--- config.mk ---
export PLATFORM = sky130hd
export DESIGN_NAME = cmd_scheduler_flat
export DESIGN_NICKNAME = d
export VERILOG_FILES = /design/src/rtl/cmd_scheduler_if.sv /design/src/rtl/cmd_scheduler.sv /design/src/flat_wrapper.sv
export SDC_FILE = /design/constraint.sdc
export NUM_CORES = 1
export LEC_CHECK = 0
export CAP_MARGIN = 20
export CORE_UTILIZATION = 52
export CTS_CLUSTER_SIZE = 30
export DETAILED_ROUTE_END_ITERATION = 10
export PLACE_DENSITY = 0.89
export SYNTH_ARGS = -nofsm -noshare
export SYNTH_HDL_FRONTEND = slang
export SYNTH_SLANG_ARGS = --single-unit
--- constraint.sdc ---
create_clock -name ha_pclock -period 9.55 [get_ports ha_pclock]
set_clock_uncertainty 0.1 [all_clocks]
set_input_delay 1.4325 -clock ha_pclock [delete_from_list [all_inputs] [get_ports ha_pclock]]
set_output_delay 1.4325 -clock ha_pclock [all_outputs]
set_load 0.01 [all_outputs]
--- src/rtl/cmd_scheduler_if.sv ---
// Engine and PSL command/response bundle for cmd_scheduler.
// master = scheduler side, slave = engines/PSL side.
interface cmd_scheduler_if #(parameter int NREQ = 2);
    logic                 enable;
    logic [7:0]           ha_croom;
    logic [NREQ-1:0]      req_valid;
    logic [NREQ*13-1:0]   req_com;
    logic [NREQ*64-1:0]   req_ea;
    logic [NREQ*12-1:0]   req_size;
    logic [NREQ-1:0]      req_grant;
    logic [7:0]           grant_tag;
    logic                 ah_cvalid;
    logic [7:0]           ah_ctag;
    logic                 ah_ctagpar;
    logic [12:0]          ah_com;
    logic                 ah_compar;
    logic [2:0]           ah_cabt;
    logic [63:0]          ah_cea;
    logic                 ah_ceapar;
    logic [15:0]          ah_cch;
    logic [11:0]          ah_csize;
    logic                 ha_rvalid;
    logic [7:0]           ha_rtag;
    logic [7:0]           ha_response;
    logic [NREQ-1:0]      rsp_valid;
    logic [7:0]           rsp_tag;
    logic [7:0]           rsp_code;
    logic                 err_tag;
    logic                 idle;

    modport master (
        input  enable, ha_croom, req_valid, req_com, req_ea, req_size,
        input  ha_rvalid, ha_rtag, ha_response,
        output req_grant, grant_tag,
        output ah_cvalid, ah_ctag, ah_ctagpar, ah_com, ah_compar,
        output ah_cabt, ah_cea, ah_ceapar, ah_cch, ah_csize,
        output rsp_valid, rsp_tag, rsp_code, err_tag, idle
    );

    modport slave (
        output enable, ha_croom, req_valid, req_com, req_ea, req_size,
        output ha_rvalid, ha_rtag, ha_response,
        input  req_grant, grant_tag,
        input  ah_cvalid, ah_ctag, ah_ctagpar, ah_com, ah_compar,
        input  ah_cabt, ah_cea, ah_ceapar, ah_cch, ah_csize,
        input  rsp_valid, rsp_tag, rsp_code, err_tag, idle
    );
endinterface

--- src/rtl/cmd_scheduler.sv ---
// Round-robin sharing of the PSL command port between NREQ engines,
// with credit tracking, tag allocation and response routing.
module cmd_scheduler #(
    parameter int NREQ = 2,
    parameter int TAGS = 32
) (
    input logic              ha_pclock,
    input logic              reset_n,
    cmd_scheduler_if.master  bus
);
    localparam int RW = (NREQ > 1) ? $clog2(NREQ) : 1;
    localparam int TW = (TAGS > 1) ? $clog2(TAGS) : 1;
    localparam logic [8:0] TAGS9 = 9'(TAGS);

    typedef enum logic [1:0] {IDLE, RUN, DRAIN} state_t;

    state_t          state, state_nxt;
    logic [8:0]      credits, credits_nxt;
    logic [8:0]      cmax, cmax_nxt;
    logic [8:0]      outst, outst_nxt;
    logic [TAGS-1:0] busy;
    logic [RW-1:0]   owner [TAGS];
    logic [RW-1:0]   rr, win;
    logic [7:0]      free_tag;
    logic            free_any, req_any, grant;
    logic            in_range, rsp_ok;
    logic [TW-1:0]   rtag_idx;

    always_comb begin
        free_any = 1'b0;
        free_tag = '0;
        for (int t = TAGS - 1; t >= 0; t--) begin
            if (!busy[t]) begin
                free_any = 1'b1;
                free_tag = 8'(t);
            end
        end
    end

    // Scan downward so the closest engine at/after rr wins.
    always_comb begin
        req_any = 1'b0;
        win     = '0;
        for (int k = NREQ - 1; k >= 0; k--) begin
            if (bus.req_valid[(int'(rr) + k) % NREQ]) begin
                req_any = 1'b1;
                win     = RW'((int'(rr) + k) % NREQ);
            end
        end
    end

    assign grant = (state == RUN) && bus.enable && (credits != 9'd0)
                   && free_any && req_any;

    assign bus.req_grant = grant ? (NREQ'(1) << win) : '0;
    assign bus.grant_tag = grant ? free_tag : 8'd0;

    assign in_range = ({1'b0, bus.ha_rtag} < TAGS9);
    assign rtag_idx = bus.ha_rtag[TW-1:0];
    assign rsp_ok   = bus.ha_rvalid && in_range && busy[rtag_idx];

    always_comb begin
        state_nxt   = state;
        cmax_nxt    = cmax;
        credits_nxt = credits + 9'(rsp_ok) - 9'(grant);
        outst_nxt   = outst + 9'(grant) - 9'(rsp_ok);
        if (credits_nxt > cmax) begin
            credits_nxt = cmax;
        end
        case (state)
            IDLE: begin
                if (bus.enable) begin
                    state_nxt   = RUN;
                    cmax_nxt    = ({1'b0, bus.ha_croom} > TAGS9)
                                  ? TAGS9 : {1'b0, bus.ha_croom};
                    credits_nxt = cmax_nxt;
                end
            end
            RUN: begin
                if (!bus.enable) begin
                    state_nxt = DRAIN;
                end
            end
            DRAIN: begin
                if (outst == 9'd0) begin
                    state_nxt = IDLE;
                end
            end
            default: state_nxt = IDLE;
        endcase
    end

    always_ff @(posedge ha_pclock or negedge reset_n) begin
        if (!reset_n) begin
            state   <= IDLE;
            credits <= '0;
            cmax    <= '0;
            outst   <= '0;
            busy    <= '0;
            rr      <= '0;
            for (int t = 0; t < TAGS; t++) begin
                owner[t] <= '0;
            end
        end else begin
            state   <= state_nxt;
            credits <= credits_nxt;
            cmax    <= cmax_nxt;
            outst   <= outst_nxt;
            if (rsp_ok) begin
                busy[rtag_idx] <= 1'b0;
            end
            if (grant) begin
                busy[free_tag[TW-1:0]]  <= 1'b1;
                owner[free_tag[TW-1:0]] <= win;
                rr <= (win == RW'(NREQ - 1)) ? '0 : win + RW'(1);
            end
        end
    end

    always_ff @(posedge ha_pclock or negedge reset_n) begin
        if (!reset_n) begin
            bus.ah_cvalid  <= 1'b0;
            bus.ah_ctag    <= '0;
            bus.ah_ctagpar <= 1'b0;
            bus.ah_com     <= '0;
            bus.ah_compar  <= 1'b0;
            bus.ah_cea     <= '0;
            bus.ah_ceapar  <= 1'b0;
            bus.ah_csize   <= '0;
        end else begin
            bus.ah_cvalid <= grant;
            if (grant) begin
                bus.ah_ctag    <= free_tag;
                bus.ah_ctagpar <= ~^free_tag;
                bus.ah_com     <= bus.req_com[(NREQ-1-int'(win))*13 +: 13];
                bus.ah_compar  <= ~^bus.req_com[(NREQ-1-int'(win))*13 +: 13];
                bus.ah_cea     <= bus.req_ea[(NREQ-1-int'(win))*64 +: 64];
                bus.ah_ceapar  <= ~^bus.req_ea[(NREQ-1-int'(win))*64 +: 64];
                bus.ah_csize   <= bus.req_size[(NREQ-1-int'(win))*12 +: 12];
            end
        end
    end

    always_ff @(posedge ha_pclock or negedge reset_n) begin
        if (!reset_n) begin
            bus.rsp_valid <= '0;
            bus.rsp_tag   <= '0;
            bus.rsp_code  <= '0;
            bus.err_tag   <= 1'b0;
        end else begin
            bus.rsp_valid <= rsp_ok ? (NREQ'(1) << owner[rtag_idx]) : '0;
            bus.err_tag   <= bus.ha_rvalid && !rsp_ok;
            if (rsp_ok) begin
                bus.rsp_tag  <= bus.ha_rtag;
                bus.rsp_code <= bus.ha_response;
            end
        end
    end

    assign bus.ah_cabt = 3'd0;
    assign bus.ah_cch  = 16'd0;
    assign bus.idle    = (state == IDLE) && (outst == 9'd0);
endmodule
--- src/flat_wrapper.sv ---
// flat-port wrapper written by rule: the top's interface ports become plain ports
module cmd_scheduler_flat 
#(
    parameter int NREQ = 2,
    parameter int TAGS = 32
)
  (ha_pclock, reset_n, bus_enable, bus_ha_croom, bus_req_valid, bus_req_com, bus_req_ea, bus_req_size, bus_ha_rvalid, bus_ha_rtag, bus_ha_response, bus_req_grant, bus_grant_tag, bus_ah_cvalid, bus_ah_ctag, bus_ah_ctagpar, bus_ah_com, bus_ah_compar, bus_ah_cabt, bus_ah_cea, bus_ah_ceapar, bus_ah_cch, bus_ah_csize, bus_rsp_valid, bus_rsp_tag, bus_rsp_code, bus_err_tag, bus_idle);
  cmd_scheduler_if #(.NREQ(NREQ)) bus_i ();
  input logic ha_pclock;
  input logic reset_n;
  input wire logic [$bits(bus_i.enable)-1:0] bus_enable;
  input wire logic [$bits(bus_i.ha_croom)-1:0] bus_ha_croom;
  input wire logic [$bits(bus_i.req_valid)-1:0] bus_req_valid;
  input wire logic [$bits(bus_i.req_com)-1:0] bus_req_com;
  input wire logic [$bits(bus_i.req_ea)-1:0] bus_req_ea;
  input wire logic [$bits(bus_i.req_size)-1:0] bus_req_size;
  input wire logic [$bits(bus_i.ha_rvalid)-1:0] bus_ha_rvalid;
  input wire logic [$bits(bus_i.ha_rtag)-1:0] bus_ha_rtag;
  input wire logic [$bits(bus_i.ha_response)-1:0] bus_ha_response;
  output wire logic [$bits(bus_i.req_grant)-1:0] bus_req_grant;
  output wire logic [$bits(bus_i.grant_tag)-1:0] bus_grant_tag;
  output wire logic [$bits(bus_i.ah_cvalid)-1:0] bus_ah_cvalid;
  output wire logic [$bits(bus_i.ah_ctag)-1:0] bus_ah_ctag;
  output wire logic [$bits(bus_i.ah_ctagpar)-1:0] bus_ah_ctagpar;
  output wire logic [$bits(bus_i.ah_com)-1:0] bus_ah_com;
  output wire logic [$bits(bus_i.ah_compar)-1:0] bus_ah_compar;
  output wire logic [$bits(bus_i.ah_cabt)-1:0] bus_ah_cabt;
  output wire logic [$bits(bus_i.ah_cea)-1:0] bus_ah_cea;
  output wire logic [$bits(bus_i.ah_ceapar)-1:0] bus_ah_ceapar;
  output wire logic [$bits(bus_i.ah_cch)-1:0] bus_ah_cch;
  output wire logic [$bits(bus_i.ah_csize)-1:0] bus_ah_csize;
  output wire logic [$bits(bus_i.rsp_valid)-1:0] bus_rsp_valid;
  output wire logic [$bits(bus_i.rsp_tag)-1:0] bus_rsp_tag;
  output wire logic [$bits(bus_i.rsp_code)-1:0] bus_rsp_code;
  output wire logic [$bits(bus_i.err_tag)-1:0] bus_err_tag;
  output wire logic [$bits(bus_i.idle)-1:0] bus_idle;
  assign bus_i.enable = bus_enable;
  assign bus_i.ha_croom = bus_ha_croom;
  assign bus_i.req_valid = bus_req_valid;
  assign bus_i.req_com = bus_req_com;
  assign bus_i.req_ea = bus_req_ea;
  assign bus_i.req_size = bus_req_size;
  assign bus_i.ha_rvalid = bus_ha_rvalid;
  assign bus_i.ha_rtag = bus_ha_rtag;
  assign bus_i.ha_response = bus_ha_response;
  assign bus_req_grant = bus_i.req_grant;
  assign bus_grant_tag = bus_i.grant_tag;
  assign bus_ah_cvalid = bus_i.ah_cvalid;
  assign bus_ah_ctag = bus_i.ah_ctag;
  assign bus_ah_ctagpar = bus_i.ah_ctagpar;
  assign bus_ah_com = bus_i.ah_com;
  assign bus_ah_compar = bus_i.ah_compar;
  assign bus_ah_cabt = bus_i.ah_cabt;
  assign bus_ah_cea = bus_i.ah_cea;
  assign bus_ah_ceapar = bus_i.ah_ceapar;
  assign bus_ah_cch = bus_i.ah_cch;
  assign bus_ah_csize = bus_i.ah_csize;
  assign bus_rsp_valid = bus_i.rsp_valid;
  assign bus_rsp_tag = bus_i.rsp_tag;
  assign bus_rsp_code = bus_i.rsp_code;
  assign bus_err_tag = bus_i.err_tag;
  assign bus_idle = bus_i.idle;
  cmd_scheduler #(.NREQ(NREQ), .TAGS(TAGS)) u_core (.ha_pclock(ha_pclock), .reset_n(reset_n), .bus(bus_i));
endmodule
==> metrics.md <==
| Metric | Value |
|---|---|
| Status | finished, final reports clean |
| Cell area after synthesis | approximately 12000 um^2 |
| Hold worst-path end | u_core.bus.ah_ctag[3] |
| Most frequent cell after synthesis | nand2_1 |
| TritonCTS clock tree | built |
| Critical Path Start Type | input pin |
| Final min period | roughly 7000 ps |
| First-pass GRT wire length | 59870 um |
| Fin util | a little under three quarters |
| Post-synth top area cell | dfrtp_1 |
| Hold Path Class | reg -> reg |
| Initial Util | ~53% |
| Root buf cell | clkbuf_16 |
| Post-CTS Resized | 0 |
| Worst-Skew Late Latency | between 500 and 600 ps |
| Leak | roughly 0.0069 uW |
| Fin nets | ~1900 |
| Post-DRT Antenna Nets | 0 |
| Crit-path max FO | 21 |
| Async SR Flop Fraction | 100.0% |
| Slew at the pin closest to its max-slew limit | 1060 ps |
| Crit path buffers/inverters | 3 |
| Placed instance count | ~1900 |
| Crit end category | flop |
| Pin count of the biggest net entering global routing | 120 |
| Number of global-route vias before repair | 11220 |
| GRT Overall Usage | about a third |
| Slew margin rel. | between 20% and 30% |
| Die ar. | 23880 um^2 |
| Worst hold stages | 1 |
| Hold_sp | u_core.bus.ah_ctag[3] |
| CTS sink count | 210 |
| RR Startpoint | u_core.busy[1] |
| Warnings, synthesis | 0 |
| Peak VDD IR | ~180 uV |
| EDFF count, synth | 0 |
| Slowest CP cell | clkdlybuf4s50_1 |
| Pwr dens | 266.1 nW/um^2 |
| DR pass1 iterations | 6 |
| Overflow after GRT | 0 |
| Crit Path Class | in -> reg |
| Setup Buffers After CTS | 0 |
| Top cell by count, worst path | a21oi_1 |
| # hold bufs at CTS | 0 |
| #FFs+latches synth | 210 |
| CP max stage delay | 1170 ps |
| Hold Slack | between 300 and 400 ps |
| Die height | roughly 150 um |
| Setup TNS | 0 ps |
| Fillers | 1621 |
| Post-synth top area share | 43.44% |
| Clk slew on worst S/H paths | 60 ps |
| CP delay by family, top | compound AO/OA/AOI/OAI gates |
| Max clock buf depth | 3 |
| Post-Layout Cell Count | 1954 |
| Vias per Instance | 5.755 |
| Share of layout cells above drive strength 1 | ~6% |
| Final Hold Viols | 0 |
| Worst EP required | 9850 ps |
| Die X | between 150 and 200 um |
| Syn Area/Cell | ~9.0 um^2 |
| R2R setup slack | 3560 ps |
| Routability cong. | a little over 0.9 |
| Synth Flop Type | dfrtp_1 |
| Max cap viols | 0 |
| Final Cycle Share | 71.80% |
| Count of input and output buffers | 332 |
| Post-synthesis sequential area ratio | 43.44% |
| CP arrival | 7160 ps |
| I/O pins | 358 |
| Unique masters post-synth | 61 |
| Row cnt | 55 |
| # DRC | 0 |
| Fmax | 0.1458 GHz |
| # setup viols final | 0 |
| Core Footprint | roughly 23000 um^2 |
| Via count | 11250 |
| DPL Wire Length | 28790 um |
| R2r endpoint | u_core.credits[1] |
| Slew Viols, Final | 0 |
| Synth area leaders | dfrtp_1, xnor2_1, nand2_1, a31oi_1, ha_1 |
| Initial antenna violation count | 4 |
| CTS H-tree depth | 1 |
| RSZ-0062 raised after global routing | no |
| Area growth, synth to finish | 34.80% |
| Drt wl/cell | around 20 um |
| Mapped Cells | between 1000 and 1500 |
| Commonest cells post-synth | nand2_1, dfrtp_1, xnor2_1 |
| Critical-path cell list | clkdlybuf4s50_1, mux4_2, inv_1, o22ai_1, or4_4, nand2_4, inv_4, ha_1, a21o_1, a21oi_1, o21bai_1, a21oi_1, o21ai_0, xnor2_1, ha_1, a221oi_1, a21oi_1, o21bai_1, nand4_1, o311ai_0 |
| Iteration-0 DRC count of the detailed router | 1016 |
| R2R depth | 21 |
| TritonCTS Buffers | 25 |
| WL final | 39000 um |
-- cell usage in the layout, fill, tap and decap left out, types with 4 or more instances in the layout --
master / synthesis / final
clkdlybuf4s50_1: 0 / 331
and2_1: 5 / 5
nand2b_1: 5 / 5
or2_2: 4 / 4
xor2_1: 32 / 32
o31ai_1: 13 / 13
diode_2: 0 / 4
o22ai_1: 9 / 9
a31oi_1: 94 / 94
nand3_1: 16 / 16
conb_1: 1 / 26
a21oi_1: 22 / 22
clkbuf_8: 0 / 5
buf_4: 27 / 9
nand4_1: 15 / 15
dfrtp_1: 210 / 210
a21o_1: 6 / 6
o21ai_0: 81 / 81
mux2_2: 11 / 11
nor2_1: 120 / 120
o41ai_1: 5 / 5
o211ai_1: 4 / 4
o21bai_1: 7 / 7
clkbuf_16: 0 / 25
mux2_4: 5 / 5
nand3b_1: 4 / 4
ha_1: 36 / 36
mux4_2: 16 / 16
inv_1: 58 / 57
nand2_1: 282 / 282
xnor2_1: 137 / 137
clkinv_2: 0 / 8
o311ai_0: 5 / 5
nor3_1: 7 / 7
clkbuf_1: 44 / 5
-- state kept, by name (all words and copies together), names as in the netlist --
name                   count
u_core.bus.err_tag         1
u_core.bus.ah_ctag         5
u_core.bus.ah_com         13
u_core.bus.ah_cea         64
u_core.bus.ah_ceapar       1
u_core.credits             9
u_core.busy               32
u_core.bus.rsp_valid       2
u_core.state               2
u_core.bus.ah_compar       1
u_core.bus.ah_ctagpar      1
u_core.bus.ah_csize       12
u_core.rr                  1
u_core.bus.ah_cvalid       1
u_core.owner              32
u_core.outst               9
u_core.cmax                8
u_core.bus.rsp_tag         8
u_core.bus.rsp_code        8
-- final cells by class --
cell class / instances / area (um^2) / share of cell area [%]
Antenna cell: 4 / 10.01 / 0.06138
Inverter: 60 / 232.7 / 1.427
Tap cell: 285 / 356.6 / 2.187
Clock inverter: 11 / 65.06 / 0.3990
Multi-Input combinational cell: 1008 / 6267 / 38.43
Sequential cell: 210 / 5255 / 32.22
Timing Repair Buffer: 342 / 3422 / 20.98
Clock buffer: 34 / 699.4 / 4.289
-- metrics by stage --
| step | cell area [um^2] | total power (uW) | worst slack [ps] |
|---|---|---|---|
| 2_1_floorplan | 12190 | 2534 | 3932 |
| 3_3_place_gp | 15510 | 3341 | 2365 |
| 3_5_place_dp | 15510 | 3416 | 2247 |
| 4_1_cts | 16270 | 4333 | 2760 |
| 5_1_grt | 16310 | 4601 | 2231 |
| 6_report | 16310 | 4339 | 2693 |
-- kinds of logic (layout without fill, tap and decap cells) --
group / count (synthesis) / count (layout) / share of synthesized area [%]
muxes: 32 / 32 / 4.623
and+or+nand+nor: 481 / 481 / 16.63
buffers and inverters: 148 / 447 / 5.719
AOI/OAI and AO/OA: 262 / 262 / 13.27
other: 1 / 30 / 0.03100
xor gates and xnor gates: 169 / 169 / 12.23
adders and majority gates: 38 / 38 / 4.054
DFF: 210 / 210 / 43.44
-- metal layers --
metal	track usage, %	routed length, um	up-vias
met5	0	0	-
li1	-	-	5138
met3	8.546	3682	131
met4	16.60	2037	0
met1	37.98	14210	5370
met2	54.30	19070	606
-- where the power goes --
group | leakage, uW | internal [uW] | switching (uW)
clock | 0.000382 | 513 | 382
sequential | 0.00260 | 1170 | 185
combinational | 0.00387 | 1020 | 1070
-- worst max path at each step --
stage / start / to / cells past startpoint
2_1_floorplan: bus_ha_rtag[1] / u_core.credits[7] / 21
3_3_place_gp: bus_ha_rtag[1] / u_core.credits[7] / 20
3_5_place_dp: bus_ha_rtag[1] / u_core.credits[7] / 20
4_1_cts: bus_ha_rtag[1] / u_core.credits[7] / 20
5_1_grt: bus_ha_rtag[1] / u_core.credits[7] / 20
6_report: bus_ha_rtag[1] / u_core.credits[1] / 20
Note: power is estimated with default switching activity, not from simulation.
